<file path="config.mk">
export PLATFORM = sky130hd
export DESIGN_NAME = encoder_8to3_seq_flat
export DESIGN_NICKNAME = d
export VERILOG_FILES = /design/src/rtl/encoder_8to3_seq_if.sv /design/src/rtl/encoder_8to3_seq.sv /design/src/flat_wrapper.sv
export SDC_FILE = /design/constraint.sdc
export NUM_CORES = 1
export LEC_CHECK = 0
export CAP_MARGIN = 30
export CORE_MARGIN = 3
export CORE_UTILIZATION = 47
export CTS_BUF_LIST = sky130_fd_sc_hd__clkbuf_2
export DETAILED_ROUTE_END_ITERATION = 12
export GPL_ROUTABILITY_DRIVEN = 1
export PLACE_DENSITY = 0.85
export SYNTH_ARGS = -nofsm -noshare
export SYNTH_HDL_FRONTEND = slang
export SYNTH_SLANG_ARGS = --single-unit
</file>
<file path="constraint.sdc">
create_clock -name clk -period 3.7 [get_ports clk]
set_input_delay 0.555 -clock clk [delete_from_list [all_inputs] [get_ports clk]]
set_output_delay 0.555 -clock clk [all_outputs]
set_load 0.005 [all_outputs]
</file>
<file path="src/rtl/encoder_8to3_seq_if.sv">
// Request/code handshake bundle for encoder_8to3_seq.
// master: the encoder (drives code/valid/status, takes req/ready).
// slave:  the request source plus code consumer.
interface encoder_8to3_seq_if #(
    parameter int unsigned CODE_W = 3
);
    localparam int unsigned N = 1 << CODE_W;

    logic [N-1:0]      req;
    logic [CODE_W-1:0] code;
    logic              valid;
    logic              ready;
    logic [N-1:0]      pending;
    logic              busy;

    modport master (
        input  req,
        input  ready,
        output code,
        output valid,
        output pending,
        output busy
    );

    modport slave (
        output req,
        output ready,
        input  code,
        input  valid,
        input  pending,
        input  busy
    );
endinterface

</file>
<file path="src/rtl/encoder_8to3_seq.sv">
// Sequential 8-to-3 request encoder: sticky pending register feeding a
// valid/ready code issuer. Bit i of req maps to code i.
// Optional macro ROUND_ROBIN_EN: rotating priority starting after the last
// accepted code; otherwise lowest index wins.
module encoder_8to3_seq #(
    parameter int unsigned CODE_W = 3
) (
    input  logic                  clk,
    input  logic                  rst_n,
    encoder_8to3_seq_if.master    bus
);
    localparam int unsigned N = 1 << CODE_W;

    typedef enum logic {StIdle, StHold} state_e;

    state_e            state_q, state_d;
    logic [N-1:0]      pending_q, pending_d;
    logic [CODE_W-1:0] code_q, code_d;
    logic              acc;
    logic [N-1:0]      clr;
    logic [N-1:0]      rem;
    logic [CODE_W-1:0] sel;
    logic              found;

    assign acc = (state_q == StHold) && bus.ready;
    assign clr = acc ? (N'(1) << code_q) : '0;
    // In IDLE clr is zero, so rem equals pending there.
    assign rem = pending_q & ~clr;

`ifdef ROUND_ROBIN_EN
    logic [CODE_W-1:0] ptr_q;

    // Search rem starting one past the last accepted code, wrapping.
    always_comb begin
        sel   = '0;
        found = 1'b0;
        for (int unsigned k = 0; k < N; k++) begin
            logic [CODE_W-1:0] idx;
            idx = CODE_W'((int'(ptr_q) + 1 + int'(k)) % int'(N));
            if (!found && rem[idx]) begin
                sel   = idx;
                found = 1'b1;
            end
        end
    end

    // Pointer follows every accepted code; reset to N-1 so the first search starts at 0.
    always_ff @(posedge clk) begin
        if (!rst_n) begin
            ptr_q <= CODE_W'(N - 1);
        end else if (acc) begin
            ptr_q <= code_q;
        end
    end
`else
    // Fixed priority: lowest set index of rem.
    always_comb begin
        sel   = '0;
        found = 1'b0;
        for (int unsigned i = 0; i < N; i++) begin
            if (!found && rem[i]) begin
                sel   = CODE_W'(i);
                found = 1'b1;
            end
        end
    end
`endif

    // Next-state: pending merge and issue FSM.
    always_comb begin
        state_d   = state_q;
        code_d    = code_q;
        // req wins over clr on the same bit so the event is re-issued later.
        pending_d = rem | bus.req;
        unique case (state_q)
            StIdle: begin
                if (pending_q != '0) begin
                    code_d  = sel;
                    state_d = StHold;
                end
            end
            StHold: begin
                if (acc) begin
                    if (found) begin
                        code_d = sel;
                    end else begin
                        state_d = StIdle;
                    end
                end
            end
            default: state_d = StIdle;
        endcase
    end

    // State registers with synchronous active-low reset.
    always_ff @(posedge clk) begin
        if (!rst_n) begin
            state_q   <= StIdle;
            pending_q <= '0;
            code_q    <= '0;
        end else begin
            state_q   <= state_d;
            pending_q <= pending_d;
            code_q    <= code_d;
        end
    end

    // Outputs.
    always_comb begin
        bus.valid   = (state_q == StHold);
        bus.code    = code_q;
        bus.pending = pending_q;
        bus.busy    = (state_q == StHold) || (pending_q != '0);
    end
endmodule
</file>
<file path="src/flat_wrapper.sv">
// flat-port wrapper written by rule: the top's interface ports become plain ports
module encoder_8to3_seq_flat 
#(
    parameter int unsigned CODE_W = 3
)
  (clk, rst_n, bus_req, bus_ready, bus_code, bus_valid, bus_pending, bus_busy);
  encoder_8to3_seq_if #(.CODE_W(CODE_W)) bus_i ();
  input  logic clk;
  input  logic rst_n;
  input wire logic [$bits(bus_i.req)-1:0] bus_req;
  input wire logic [$bits(bus_i.ready)-1:0] bus_ready;
  output wire logic [$bits(bus_i.code)-1:0] bus_code;
  output wire logic [$bits(bus_i.valid)-1:0] bus_valid;
  output wire logic [$bits(bus_i.pending)-1:0] bus_pending;
  output wire logic [$bits(bus_i.busy)-1:0] bus_busy;
  assign bus_i.req = bus_req;
  assign bus_i.ready = bus_ready;
  assign bus_code = bus_i.code;
  assign bus_valid = bus_i.valid;
  assign bus_pending = bus_i.pending;
  assign bus_busy = bus_i.busy;
  encoder_8to3_seq #(.CODE_W(CODE_W)) u_core (.clk(clk), .rst_n(rst_n), .bus(bus_i));
endmodule
</file>
==> impl_results.rst <==
.. list-table::
   :header-rows: 1

   * - Metric
     - Value
   * - Status
     - finished, final reports clean
   * - Pin count of the biggest net entering global routing
     - 13
   * - Number of buffers added by the clock tree synthesis step
     - 3
   * - Finish-stage setup viols
     - 0
   * - Worst-path cell chain
     - clkdlybuf4s50_1 > nand3_2 > o21a_1 > nor4_4 > a41oi_2 > o221a_1
   * - Remaining DRCs
     - 0
   * - Routed WL per cell
     - ~16 um
   * - Post-synthesis area per instance
     - approximately 9.6 um2
   * - Hold_sp
     - u_core.bus.code[0]$_SDFFE_PN0P_
   * - Setup TNS
     - 0 ns
   * - Dominant cell type by area after synthesis
     - dfxtp_1
   * - Final routed wirelength across all metal layers
     - 1647 um
   * - Kind of capture point of the worst setup path
     - flop
   * - Launching element of the worst setup path
     - bus_ready
   * - Cell area after synthesis
     - 630.6 um2
   * - Total power per unit cell area
     - roughly 350 nW/um2
   * - Most common cell after layout, fill and taps aside
     - clkdlybuf4s50_1
   * - Antenna diodes
     - 0
   * - Count of max-cap constraint violations
     - 0
   * - Vias in the first global route
     - approximately 600
   * - Min-delay worst type
     - reg -> reg
   * - Clock tree from TritonCTS
     - done
   * - Min cycle time layout
     - 2.289 ns
   * - Routed via count
     - about 670
   * - Least-Margin Pin Slew
     - roughly 0.53 ns
   * - Worst clock skew
     - about 0.0019 ns
   * - Initial standard-cell utilization of the core
     - 53.16%
   * - Flop-to-flop setup slack
     - 1.73 ns
   * - Number of gates resized after cts
     - 0
   * - Distinct cells, synth
     - 29
   * - Net count after synthesis
     - 77
   * - Post-CTS Setup Bufs
     - 0
   * - Core Area
     - 1186 um2
   * - Highest-count cells in the layout ignoring fill and taps
     - clkdlybuf4s50_1, o21a_1, dfxtp_1
   * - Number of H-tree levels
     - 1
   * - Crit-path slowest cell
     - clkdlybuf4s50_1
   * - Number of antenna violations at the first check in global routing
     - 0
   * - Classification of the worst setup path
     - in -> reg
   * - Post-placement setup slack
     - between 1 and 1.5 ns
   * - Largest fanout on the critical path
     - 6
   * - Final hold viol count
     - 0
   * - Hpwl dp
     - approximately 1200 um
   * - Beginning of the worst register-to-register path
     - u_core.bus.code[1]$_SDFFE_PN0P_
   * - DIE AREA
     - about 1800 um2
   * - Max clock buf depth
     - 2
   * - Final worst path period share
     - roughly three fifths
   * - Layout filler cell count
     - 107
   * - Vertical extent of the die
     - approximately 43 um
   * - Worst-skew pair later-pin latency
     - ~0.27 ns
   * - Kind of start point of the critical path
     - input port
   * - Io pins
     - 24
   * - Leftover overflow at the end of global routing
     - 0
   * - Internal power of the cells
     - 213.2 uW
   * - Syn. warnings
     - 0
   * - Count of final max-slew check failures
     - 0
   * - Std cell rows
     - 12
   * - Cells after Synth
     - 66
   * - Crit path largest cell delay
     - ~0.55 ns
   * - P&R area growth vs syn
     - 40.87%
   * - Leak Pwr
     - ~0.00031 uW
   * - Fraction of layout cells with a size suffix above 1
     - a little over a tenth
   * - Clock network power share
     - between 20 and 25%
   * - Fmax
     - 0.4368 GHz
   * - Combinational power share
     - 27.1%
   * - Residual antenna-violating net count after detailed routing
     - 0
   * - DR vias/cell
     - roughly 6.3
   * - Port Buffers
     - 23
   * - Net count of the finished layout
     - 103
   * - Wire length of the first global-routing pass
     - 2746 um
   * - Detailed router's first-iteration violation count
     - 24
   * - Arrival time of data at the critical path endpoint
     - 2.46 ns
   * - Clock transition at path regs
     - between 0.1 and 0.15 ns
   * - Share of total power in sequential cells
     - between 50% and 60%
   * - Share of the synthesized area in the top cell type
     - 38.10%
   * - GR Util All Layers
     - between 15 and 20%
   * - Width of the chip
     - 42.63 um
   * - Count of hold buffers inserted by post-cts repair
     - 0
   * - Flip-flop and latch count after synthesis
     - 12
   * - Worst path setup slack after routing
     - 1.411 ns
   * - Largest cells by area after synthesis
     - dfxtp_1, o21a_1, o221a_1
   * - Dominant delay contributor by cell family on the critical path
     - compound AO/OA/AOI/OAI gates
   * - Buffers and inverters on the worst path
     - 1
   * - Gpl congestion
     - approximately 0.86
   * - Pre-Repair DR Iteration Count
     - 4
   * - Required time of the critical path
     - ~3.9 ns
   * - Root buf cell
     - clkbuf_2
   * - Switching component of the power
     - about 97 uW
   * - Clock sink count
     - 12
   * - Worst slew margin
     - between 60% and 70%
   * - RSZ-0062 raised after global routing
     - no
   * - Sequential area share after synthesis
     - between 30% and 40%
   * - Peak VDD IR
     - 0.2587 mV
   * - Net Sw Frac
     - a little under a third
[power by group through the flow]
stage | clock, uW | combinational (uW) | sequential (uW)
after CTS | 67.9 | 83.8 | 157
after global placement | 0 | 82.1 | 160
after floorplan | 0 | 45.6 | 155
after global routing | 76.6 | 90.9 | 160
after detailed placement | 0 | 83.0 | 160
final | 68.4 | 83.9 | 158
[synth_stat cells (all sizes together)]
library cell / instances
a21boi: 1
a21oi: 2
a311oi: 1
a31o: 1
a41oi: 2
buf: 1
clkbuf: 1
dfxtp: 12
inv: 2
nand2: 4
nand2b: 3
nand3: 3
nand4b: 1
nor2: 2
nor3: 3
nor4: 2
o21a: 13
o21ai: 3
o221a: 3
o22ai: 1
o31a: 2
o31ai: 1
o32ai: 1
o41a: 1
[path summary, 6_finish.rpt]
kind	to	cells after the start
setup / recovery	u_core.bus.code[1]$_SDFFE_PN0P_	6
hold / removal	u_core.bus.code[0]$_SDFFE_PN0P_	1
setup reg to reg	u_core.bus.code[1]$_SDFFE_PN0P_	5
hold reg to reg	u_core.bus.code[0]$_SDFFE_PN0P_	1
[final cells by class]
cell class,instances,area (um2),share of cell area [%]
multi-input combinational,50,374.1,42.11
tap,14,17.52,1.972
timing repair buffer,23,230.2,25.92
inverter,2,7.507,0.8451
clock inverter,1,3.754,0.4225
sequential,12,240.2,27.04
clock buffer,3,15.01,1.690
[metal layers]
metal,wire (um),GRT usage (%),up-vias
met5,0,0,-
met4,46,12.42,0
li1,-,-,314
met1,729,24.48,307
met3,141,6.867,8
met2,730,28.44,36
[cells by family after synthesis]
kind of cell	synth area share (%)
DFF	38.10
buffers and inverters	2.578
AOI/OAI and AO/OA	41.07
and+or+nand+nor	18.26
[state kept, by name, indices dropped and copies added (netlist names)]
register            count
u_core.bus.code         3
u_core.bus.valid        1
u_core.bus.pending      8
[metrics by stage]
| stage | util [%] | instance area (um2) | hold WS, ns | power [uW] | std cells |
|---|---|---|---|---|---|
| after CTS | 74.89 | 888.4 | 0.6777 | 308.6 | 105 |
| after floorplan | - | 630.6 | 0.6164 | 200.5 | 66 |
| after global routing | 74.89 | 888.4 | 0.7216 | 327.3 | 105 |
| after detailed placement | 73.31 | 869.6 | 0.6629 | 243.1 | 101 |
| final | 74.89 | 888.4 | 0.6857 | 309.9 | 105 |
| after global placement | 73.31 | 869.6 | 0.6591 | 241.9 | 101 |
(Power assumes the default switching activity.)
